## config.mk

```make
export PLATFORM = sky130hd
export DESIGN_NAME = hazard_stall_ctrl
export DESIGN_NICKNAME = d
export VERILOG_FILES = /design/src/rtl/hazard_pkg.sv /design/src/rtl/hazard_src_match.sv /design/src/rtl/hazard_stall_ctrl.sv
export SDC_FILE = /design/constraint.sdc
export NUM_CORES = 1
export LEC_CHECK = 0
export ABC_AREA = 1
export CAP_MARGIN = 30
export CELL_PAD_IN_SITES_DETAIL_PLACEMENT = 0
export CELL_PAD_IN_SITES_GLOBAL_PLACEMENT = 1
export CORE_MARGIN = 1.5
export CORE_UTILIZATION = 34
export DETAILED_ROUTE_END_ITERATION = 6
export GPL_TIMING_DRIVEN = 1
export PLACE_DENSITY_LB_ADDON = 0.08
export SYNTH_ARGS = -nofsm -noshare
export SYNTH_HDL_FRONTEND = slang
export SYNTH_SLANG_ARGS = --single-unit
```

## constraint.sdc

```tcl
create_clock -name clk_i -period 2.85 [get_ports clk_i]
set_input_delay 0.285 -clock clk_i [delete_from_list [all_inputs] [get_ports clk_i]]
set_output_delay 0.285 -clock clk_i [all_outputs]
set_load 0.02 [all_outputs]
```

## src/rtl/hazard_pkg.sv

```systemverilog
// -----------------------------------------------------------------------------
// hazard_pkg
// Shared types and helpers for the load-use hazard stall controller.
//   state_e   : FSM state encoding (IDLE, STALL)
//   rem_width : width of the remaining-stall down-counter for a load latency
// -----------------------------------------------------------------------------
package hazard_pkg;

    typedef enum logic [0:0] {
        IDLE  = 1'b0,
        STALL = 1'b1
    } state_e;

    // Bits needed to hold the values 0..lat; a minimum of 1 keeps the
    // counter legal even for degenerate latencies.
    function automatic int rem_width(input int lat);
        if (lat < 1) begin
            return 1;
        end else begin
            return $clog2(lat + 1);
        end
    endfunction

endpackage : hazard_pkg

```

## src/rtl/hazard_src_match.sv

```systemverilog
// -----------------------------------------------------------------------------
// hazard_src_match
// Compares one source-register read port of the IF/ID instruction against the
// destination register of the load in ID/EX.
//   src_addr_i : source register address
//   src_used_i : source is actually read by the instruction
//   dst_addr_i : load destination register address
//   match_o    : source depends on the load result
// -----------------------------------------------------------------------------
module hazard_src_match #(
    parameter int ADDR_W      = 5,
    parameter bit ZERO_REG_EN = 1'b1
) (
    input  logic [ADDR_W-1:0] src_addr_i,
    input  logic              src_used_i,
    input  logic [ADDR_W-1:0] dst_addr_i,
    output logic              match_o
);

    logic is_zero_s;

    // Register 0 is hardwired, so it can never carry a real dependency.
    assign is_zero_s = ZERO_REG_EN && (src_addr_i == {ADDR_W{1'b0}});

    // Per-source dependency detection.
    assign match_o = src_used_i && (src_addr_i == dst_addr_i) && !is_zero_s;

endmodule : hazard_src_match

```

## src/rtl/hazard_stall_ctrl.sv

```systemverilog
// -----------------------------------------------------------------------------
// hazard_stall_ctrl
// Load-use hazard controller for the ID stage. Detects a dependency of the
// IF/ID instruction on a load in ID/EX and stalls PC/IF-ID while injecting
// bubbles into ID/EX for LOAD_LAT cycles. A flush aborts any stall.
//   clk_i           : pipeline clock
//   rst_i           : asynchronous active-low reset
//   ID_EX_MemRead_i : ID/EX instruction is a load
//   ID_EX_RdAddr_i  : load destination register
//   IF_ID_SrcAddr_i : packed source addresses, source k at [k*ADDR_W +: ADDR_W]
//   IF_ID_SrcUsed_i : per-source "actually read" flags
//   flush_i         : taken branch/jump discards IF/ID this cycle
//   stall_o         : hazard stall active
//   pc_write_o      : PC update enable
//   if_id_write_o   : IF/ID update enable
//   id_ex_bubble_o  : zero the ID/EX control fields
//   stall_cnt_o     : saturating count of stalled cycles
// -----------------------------------------------------------------------------
module hazard_stall_ctrl
    import hazard_pkg::*;
#(
    parameter int ADDR_W      = 5,
    parameter int NUM_SRC     = 2,
    parameter int LOAD_LAT    = 1,
    parameter int ZERO_REG_EN = 1,
    parameter int CNT_W       = 16
) (
    input  logic                      clk_i,
    input  logic                      rst_i,
    input  logic                      ID_EX_MemRead_i,
    input  logic [ADDR_W-1:0]         ID_EX_RdAddr_i,
    input  logic [NUM_SRC*ADDR_W-1:0] IF_ID_SrcAddr_i,
    input  logic [NUM_SRC-1:0]        IF_ID_SrcUsed_i,
    input  logic                      flush_i,
    output logic                      stall_o,
    output logic                      pc_write_o,
    output logic                      if_id_write_o,
    output logic                      id_ex_bubble_o,
    output logic [CNT_W-1:0]          stall_cnt_o
);

    localparam int             REM_W    = rem_width(LOAD_LAT);
    localparam bit             MULTI    = (LOAD_LAT > 1);
    localparam logic [REM_W-1:0] REM_INIT = REM_W'(LOAD_LAT - 1);
    localparam logic [REM_W-1:0] REM_ONE  = REM_W'(1);
    localparam logic [CNT_W-1:0] CNT_MAX  = {CNT_W{1'b1}};

    state_e             state_q;
    logic [REM_W-1:0]   rem_q;
    logic [CNT_W-1:0]   cnt_q;
    logic [NUM_SRC-1:0] match_s;
    logic               hit_s;
    logic               stall_s;

    // One comparator per source read port.
    for (genvar k = 0; k < NUM_SRC; k++) begin : g_src
        hazard_src_match #(
            .ADDR_W      (ADDR_W),
            .ZERO_REG_EN (ZERO_REG_EN != 0)
        ) u_match (
            .src_addr_i (IF_ID_SrcAddr_i[k*ADDR_W +: ADDR_W]),
            .src_used_i (IF_ID_SrcUsed_i[k]),
            .dst_addr_i (ID_EX_RdAddr_i),
            .match_o    (match_s[k])
        );
    end

    assign hit_s = ID_EX_MemRead_i && (|match_s);

    // Stall decision: zero-latency on detection, held while draining the
    // load latency; a flush discards the dependent instruction so it wins.
    always_comb begin
        stall_s = 1'b0;
        case (state_q)
            IDLE:    stall_s = hit_s && !flush_i;
            STALL:   stall_s = !flush_i;
            default: stall_s = 1'b0;
        endcase
    end

    // FSM, remaining-stall counter and saturating performance counter.
    always_ff @(posedge clk_i or negedge rst_i) begin
        if (!rst_i) begin
            state_q <= IDLE;
            rem_q   <= {REM_W{1'b0}};
            cnt_q   <= {CNT_W{1'b0}};
        end else begin
            if (stall_s && (cnt_q != CNT_MAX)) begin
                cnt_q <= cnt_q + CNT_W'(1);
            end else begin
                cnt_q <= cnt_q;
            end

            if (flush_i) begin
                state_q <= IDLE;
                rem_q   <= {REM_W{1'b0}};
            end else begin
                case (state_q)
                    IDLE: begin
                        // Single-cycle latency needs no extra state.
                        if (hit_s && MULTI) begin
                            state_q <= STALL;
                            rem_q   <= REM_INIT;
                        end else begin
                            state_q <= IDLE;
                            rem_q   <= {REM_W{1'b0}};
                        end
                    end
                    STALL: begin
                        if (rem_q <= REM_ONE) begin
                            state_q <= IDLE;
                            rem_q   <= {REM_W{1'b0}};
                        end else begin
                            state_q <= STALL;
                            rem_q   <= rem_q - REM_ONE;
                        end
                    end
                    default: begin
                        state_q <= IDLE;
                        rem_q   <= {REM_W{1'b0}};
                    end
                endcase
            end
        end
    end

    // Reset forces the pipeline-control outputs to their free-running values
    // immediately, without waiting for a clock edge.
    assign stall_o        = rst_i && stall_s;
    assign pc_write_o     = !stall_o;
    assign if_id_write_o  = !stall_o;
    assign id_ex_bubble_o = stall_o;
    assign stall_cnt_o    = cnt_q;

endmodule : hazard_stall_ctrl

```

=== Yosys cells after proc, flatten, opt, wreduce, memory -nomap -nowiden ===
Index checks and enable logic that the tools add are counted.

* Bits of input ports: 21
* Register bits: 18
* Word-level logic and storage cells: 32
* Output and inout port bits: 20

* Reduce and logical (&&, ||, !) cells: 15
* Equality and inequality tests: 3
* Add/subtract/negate cells: 2
* Mux-type cells: 7
* Magnitude comparators: 1
* Bitwise logic cells: 1

{| class="wikitable"
|+ Operator list
! operator !! count
|-
| adder 16 x 1 -> 16 bit (second input constant) || 1
|-
| != test 16 bit (second input constant) || 1
|-
| equality test 5 bit || 2
|-
| logical NOT 5 bit || 2
|-
| logical AND 1 bit || 8
|-
| one-hot mux 1 bit (2 select lines) || 3
|-
| logical NOT 1 bit || 4
|-
| 2-to-1 mux 1 bit || 4
|-
| OR reduction 2 bit || 1
|-
| <= comparator 1 bit (second input constant) || 1
|-
| NOT 1 bit || 1
|-
| subtractor 1 bit (second input constant) || 1
|}

=== Longest topological paths before layout ===
Gate-level depths: netlist of the first run.

* Word-level depth: 9
* Mapped depth: 10
* Mapped depth without buffers: 10

=== Modules after synthesis ===
From an unflattened synthesis of the first run, not the netlist that was laid out.

* Cell total of the unflattened synthesis: 209
* Area total of the unflattened synthesis: 1313.8 µm²

{| class="wikitable"
|+ By module, submodules not included
! module !! times used !! area each (µm²) !! sequential area each (µm²) !! cells an instance
|-
| hazard_stall_ctrl || 1 || 1101.1 || 400.4 || 157
|-
| hazard_src_match || 2 || 106.4 || 0.0 || 26
|}

=== Worst setup path after synthesis of the first run ===
No wires, ideal clock.

* Path kind: in2out
* Start: input port ID_EX_MemRead_i
* End: output port stall_o
* Path slack: 1.136 ns
* Data required time: 2.565 ns
* Cell stages on the path: 5
* Buffers on the path: 1
* Data arrival time: 1.429 ns
* Cell sequence: inv_1 nor2_1 nand3_1 inv_1 buf_4

* Cells in the longest elaborated chain, start to end: 4

{| class="wikitable"
|+ RTL lines
! item !! line !! source
|-
| start, declared || hazard_stall_ctrl.sv:30 || <nowiki>input logic ID_EX_MemRead_i,</nowiki>
|-
| logical AND 1 bit || hazard_stall_ctrl.sv:68 || <nowiki>assign hit_s = ID_EX_MemRead_i && (|match_s);</nowiki>
|-
| logical AND 1 bit || hazard_stall_ctrl.sv:75 || <nowiki>IDLE: stall_s = hit_s && !flush_i;</nowiki>
|-
| one-hot mux 1 bit (2 select lines) || hazard_stall_ctrl.sv:74 || <nowiki>case (state_q)</nowiki>
|-
| logical AND 1 bit || hazard_stall_ctrl.sv:129 || <nowiki>assign stall_o = rst_i && stall_s;</nowiki>
|-
| end, declared || hazard_stall_ctrl.sv:35 || <nowiki>output logic stall_o,</nowiki>
|}

No other way between the ends.

=== Worst setup path after layout of the first run ===
* Start: input port ID_EX_RdAddr_i[3]
* End: output port stall_o

* Cells in the longest elaborated chain, start to end: 8
* Elaborated cells between the ends (all ways): 11
* Classes of those cells: eq/ne (2); mux (1); reduce/logical (8)

{| class="wikitable"
|+ RTL lines
! item !! line !! source
|-
| start, declared || hazard_stall_ctrl.sv:31 || <nowiki>input logic [ADDR_W-1:0] ID_EX_RdAddr_i,</nowiki>
|-
| equality test 5 bit || hazard_src_match.sv:26 || <nowiki>assign match_o = src_used_i && (src_addr_i == dst_addr_i) && !is_zero_s;</nowiki>
|-
| logical AND 1 bit (2 in a row) || hazard_src_match.sv:26 ||
|-
| OR reduction 2 bit * || hazard_stall_ctrl.sv:68 ||
|-
| logical AND 1 bit * || hazard_stall_ctrl.sv:68 ||
|-
| logical AND 1 bit * || hazard_stall_ctrl.sv:75 ||
|-
| one-hot mux 1 bit (2 select lines) * || hazard_stall_ctrl.sv:74 ||
|-
| logical AND 1 bit * || hazard_stall_ctrl.sv:129 ||
|}

Every way passes the cells marked *; elsewhere a longest branch is shown, timed or not.

==> results of run 1 <==
## final cells by class
class                      count  area, µm²
inverter                      32        120
clock buffer                   4       55.1
multi-input combinational    155        739
sequential                    16        400
timing repair buffer          43        423
tap                           48       60.1
fill                         373       1860
## per-stage QoR
step / power (µW) / worst slack [ps]
3_5_place_dp: 379 / 446
5_1_grt: 615 / 273
2_1_floorplan: 308 / 1140
6_report: 577 / 441
3_3_place_gp: 379 / 442
4_1_cts: 589 / 443
## logic make-up (layout without fill, tap and decap cells)
family                     after synthesis  in the layout  synth area share [%]
and+or+nand+nor                        143            143                  49.8
buffers and inverters                   39             79                  12.7
DFF                                     16             16                  30.7
xor gates and xnor gates                 6              6                  4.03
AOI/OAI and AO/OA                        5              5                  1.92
adders and majority gates                1              1                 0.959
## power by group through the flow
stage	Combinational (µW)	Sequential [µW]	Clock (µW)
after floorplan	44.8	264	0
after detailed placement	126	253	0
after global placement	126	253	0
after global routing	142	252	221
final	125	248	204
after CTS	127	249	214
## layout by cell type, fill, tap and decap left out
cell type	instances
buf_4	3
nand3_1	6
ha_1	1
nor3_1	2
nand3_2	1
o21ai_0	5
clkdlybuf4s50_1	40
clkbuf_8	4
dfrtp_1	16
nor2_1	19
nand4_4	1
nand3b_1	1
nand4_1	22
nand2_2	2
inv_2	5
nor2_4	2
inv_1	27
xor2_1	4
xnor2_1	2
nand2_1	87
## layer usage
| layer | vias to the layer above | share of wire (%) | GRT usage [%] |
|---|---|---|---|
| li1 | 741 | - | - |
| met1 | 597 | 52 | 25.0 |
| met2 | 25 | 43 | 26.0 |
| met3 | 4 | 4.4 | 4.51 |
| met4 | 0 | 0.81 | 3.19 |
| met5 | - | 0 | 0 |
## path summary, 6_finish.rpt
check,startpoint,to,depth (start not counted)
min in group clk_i,stall_cnt_o[1],stall_cnt_o[1],2
max,ID_EX_RdAddr_i[3],stall_o,10
min,rst_i,stall_cnt_o[7],2
min reg2reg,stall_cnt_o[1],stall_cnt_o[1],2
max reg2reg,stall_cnt_o[0],stall_cnt_o[8],9
max in group asynchronous,rst_i,stall_cnt_o[14],2
==> reports/results.ini, run 1 <==
[timing]
whs_ps = 389
min_period_over_period_pct = 84.5
slew_headroom_pct = 70.7
setup_viol = 0
slew_viol_final = 0
hold_viol = 0
worst_pin_slew_ps = 436
setup_tns_ps = 0
period_needed_ps = 2410
fmax_ghz = 0.415
rsz0062_at_grt = no
fin_skew_ps = 1.76

[yosys]
yosysTopAreaCellShare_pct = 30.7
synth_cell_type_count = 21
yosysMostFrequentCell = nand2_1
ys_top_cells_by_area = dfrtp_1 31%, nand2_1 25%, nand4_1 11%, inv_1 7.8%, nor2_1 5.5%
synthArstFlopShare_pct = 100
ys_ff_latch = 16
syn_inst = 210
synth_top_area_cell = dfrtp_1
ys_seq_area_share_pct = 30.7
synth_warnings = 0
yosys_most_used_dff = dfrtp_1
syn_area_per_cell_um2 = 6.21
synthesis.area_um2 = 1310
synth_edf_count = 0
syn_nets = 232
synth_common_cells = 87 x nand2_1, 27 x inv_1, 22 x nand4_1, 19 x nor2_1, 16 x dfrtp_1

[cts]
clock_tree.buffer_depth = 2
cts_hold_buf = 0
insertion_delay_ps = 250
cts_setup_buffers = 0
clock-sinks = 16
clk_pin_slew_worst_paths_ps = 60
cts_tree = yes
cts_made_buffers = 3
cts_resized = 0
htree_levels = 1
cts_root_buffer = clkbuf_8

[hold_path]
min_path_type = input port to async pin

[power_and_ir_drop]
switching_share_pct = 26.9
total_leakage_power_uw = 0.000916
p_sw_uw = 155
pwr-share-comb_pct = 21.6
pwr-share-clk_pct = 35.3
ir_worst_vdd_uv = 261
internal-power_uw = 422
p_per_area_nw_per_um2 = 321
seqPwrFrac_pct = 43.0

[global_route]
grt_pass1_wl_mm = 5.71
globalRoute.totalOverflow = 0
grt_max_degree = 19
track_usage_pct = 17.3
grt_antenna_before_repair = 0
grt_pass1_vias = 1256

[place]
place_congestion = 0.757
post_dp_cell_area_um2 = 1740
port_buffers = 40
dp.cells = 294
place_hpwl_mm = 2.36

[status]
status = complete, no violations

[detailed_routing]
num_vias = 1367
drt_pre_antenna_iters = 4
routed_via_density = 4.59
drtIter0Drc = 69
drtAntennaViolNets = 0
route.detailed.drc = 0
wl_per_cell_um = 10.8
wl_mm = 3.22

[floorplanning]
core_um2 = 3660
num_rows = 22
initial_core_util_pct = 35.6
dieHeight_um = 65.0
ioPinCount = 41
die_x_um = 65.0
dieArea_um2 = 4220

[setup_path]
critPathTopFamily = buffers and inverters
critical_path_arrival_ps = 2120
r2r_setup_slack_ps = 920
start_kind = input port
cp_cell_sequence = clkdlybuf4s50_1 > inv_2 > nand2_1 > nand2_1 > nor2_1 > nand4_1 > nand2_2 > nand3_1 > inv_1 > clkdlybuf4s50_1
critical_path_required_ps = 2570
crit_slowest_cell = clkdlybuf4s50_1
path_buf_inv = 4
endpoint_kind = output pin
critPathKind = input port to output pin
slowest_delay_ps = 590
cp_max_fo = 4

[final_layout]
largest_reg_flops = 16
drive_above_1_share_pct = 7.20
final_area_um2 = 1800
nNetsFinal = 273
syn_to_final_growth_pct = 37.8
final_cells = 298
antenna_cells = 0
fin_util_pct = 49.1

[job]
maxCapViolations = 0

Power figures use the tool's default switching activity.
==> run 2: changes to the inputs <==
Settings changed: CORE_UTILIZATION 34 to 31.
Clock period 2.85 ns to 2.4 ns, I/O delays scaled along.
==> run 2 against run 1 <==
Compared with the run above: count of clock-buffer cells in the layout is 1 lower; worst setup slack worse by 220 ps; largest power group unchanged; non-clock buffer count stayed put; die area is 9.2% higher; via count is 0.95% higher; utilization is 4.6 points lower; register-to-register slack worse by 490 ps; total power is 13% higher.
==> reports/results.ini, run 2 (same netlist as run 1, synthesis figures left out) <==
[status]
status = complete, no violations  ; unchanged

[floorplanning]
ioPinCount = 41  ; unchanged
core_um2 = 4030  ; was 3660 µm²
initial_core_util_pct = 32.4  ; was 35.6%
die_x_um = 67.9  ; was 65.0 µm
dieHeight_um = 67.9  ; was 65.0 µm
dieArea_um2 = 4610  ; was 4220 µm²
num_rows = 23  ; was 22

[global_route]
grt_max_degree = 19  ; unchanged
globalRoute.totalOverflow = 0  ; unchanged
grt_pass1_vias = 1247  ; was 1,256
grt_antenna_before_repair = 0  ; unchanged
track_usage_pct = 16.5  ; was 17.3%
grt_pass1_wl_mm = 5.78  ; was 5.71 mm

[final_layout]
final_cells = 299  ; was 298
syn_to_final_growth_pct = 37.3  ; was 37.8%
final_cell_mix = 87 x nand2_1, 38 x clkdlybuf4s50_1, 27 x inv_1, 22 x nand4_1, 19 x nor2_1  ; was 87 x nand2_1, 40 x clkdlybuf4s50_1, 27 x inv_1, 22 x nand4_1, 19 x nor2_1
largest_reg_flops = 16  ; unchanged
mostFrequentLayoutCell = nand2_1  ; unchanged
fin_util_pct = 44.5  ; was 49.1%
drive_above_1_share_pct = 6.83  ; was 7.20%
nNetsFinal = 273  ; unchanged
antenna_cells = 0  ; unchanged

[place]
place_hpwl_mm = 2.52  ; was 2.36 mm
dp.cells = 296  ; was 294
port_buffers = 40  ; unchanged
place_congestion = 0.768  ; was 0.757

[detailed_routing]
num_vias = 1380  ; was 1,367
drtIter0Drc = 81  ; was 69
wl_mm = 3.44  ; was 3.22 mm
drt_pre_antenna_iters = 4  ; unchanged
wl_per_cell_um = 11.5  ; was 10.8 µm
drtAntennaViolNets = 0  ; unchanged
routed_via_density = 4.62  ; was 4.59
route.detailed.drc = 0  ; unchanged

[timing]
slew_viol_final = 0  ; unchanged
fin_skew_ps = 9.30  ; was 1.76 ps
period_needed_ps = 2180
setup_viol = 0  ; unchanged
whs_ps = 336  ; was 389 ps
worst_pin_slew_ps = 396  ; was 436 ps
hold_viol = 0  ; unchanged
setup_tns_ps = 0  ; unchanged
rsz0062_at_grt = no  ; unchanged
min_period_over_period_pct = 90.9
fmax_ghz = 0.458
slew_headroom_pct = 73.4  ; was 70.7%

[cts]
clock-sinks = 16  ; unchanged
insertion_delay_ps = 250  ; about the same
clk_pin_slew_worst_paths_ps = 70  ; was 60 ps
cts_tree = yes  ; unchanged
clock_tree.buffer_depth = 2  ; unchanged
cts_setup_buffers = 0  ; unchanged
htree_levels = 1  ; unchanged
cts_made_buffers = 3  ; unchanged
cts_root_buffer = clkbuf_8  ; unchanged

[job]
maxCapViolations = 0  ; unchanged

[setup_path]
critPathKind = input port to output pin  ; unchanged
r2r_cells = 9  ; unchanged
start_kind = input port  ; unchanged
rr_startpoint = stall_cnt_o[0]  ; unchanged
startpoint = ID_EX_RdAddr_i[3]  ; unchanged
endpoint_kind = output pin  ; unchanged
worstReg2RegEnd = stall_cnt_o[8]  ; unchanged
cp_max_fo = 4  ; unchanged
critPathCapture = if_id_write_o  ; was stall_o
critical_path_arrival_ps = 1940  ; was 2120 ps
critical_path_required_ps = 2160  ; was 2570 ps
r2r_setup_slack_ps = 430  ; was 920 ps

[power_and_ir_drop]
total_leakage_power_uw = 0.000946  ; was 0.000916 µW
power.total_uw = 653  ; was 577 µW
ir_worst_vdd_uv = 269  ; was 261 µV
p_per_area_nw_per_um2 = 364  ; was 321 nW/µm²

[hold_path]
min_path_type = input port to async pin  ; unchanged

[run 2: changes by cell type in the layout (fill, tap and decap cells not counted)]
cell             before  now
clkbuf_8              4    3
dlymetal6s2s_1        0    2
clkdlybuf4s50_1      40   38
[run 2: power by group]
part | switching (µW) | internal [µW]
Sequential | 13.3 | 281
Clock | 98.7 | 111
Combinational | 74.7 | 73.5
Total | 187 | 466
[run 2: worst min path at each step]
stage	startpoint	endpoint	slack, ps
after floorplan	rst_i	stall_cnt_o[0]	-60
after global placement	stall_cnt_o[15]	stall_cnt_o[15]	510
after detailed placement	stall_cnt_o[15]	stall_cnt_o[15]	520
after CTS	rst_i	stall_cnt_o[9]	350
after global routing	rst_i	stall_cnt_o[8]	360
final	rst_i	stall_cnt_o[9]	340
[run 2: metrics by stage]
stage               instance area [µm²]  worst slack (ps)
floorplan                          1310               692
global placement                   1750              93.1
detailed placement                 1750              92.4
CTS                                1790              88.7
global route                       1790              69.4
finish                             1790               218
[run 2: per-layer routing]
layer | wire [µm] | up-vias | GRT usage (%)
li1 | - | 735 | -
met1 | 1840 | 614 | 23.9
met2 | 1410 | 29 | 25.2
met3 | 180 | 2 | 4.28
met4 | 10 | 0 | 2.25
met5 | 0 | - | 0
[run 2: what timing repair did]
action	in CTS	in global routing
hold buffers	0	0
gates resized for setup	0	2
setup endpoints to repair	0	2
[run 2: final cells by class]
type	instances	area, µm²
Sequential cell	16	400
Clock buffer	3	41.3
Timing Repair Buffer	43	428
Multi-Input combinational cell	155	739
Inverter	32	120
Tap cell	50	62.6
Fill cell	455	2240
[run 2: critical path, stage by stage]
cell and delay, ps:
clkdlybuf4s50_1 560, inv_2 50, nand2_1 50, nand2_1 70, nor2_1 120, nand4_1 110, nand2_2 90, nand3_1 100
clkdlybuf4s50_1 560
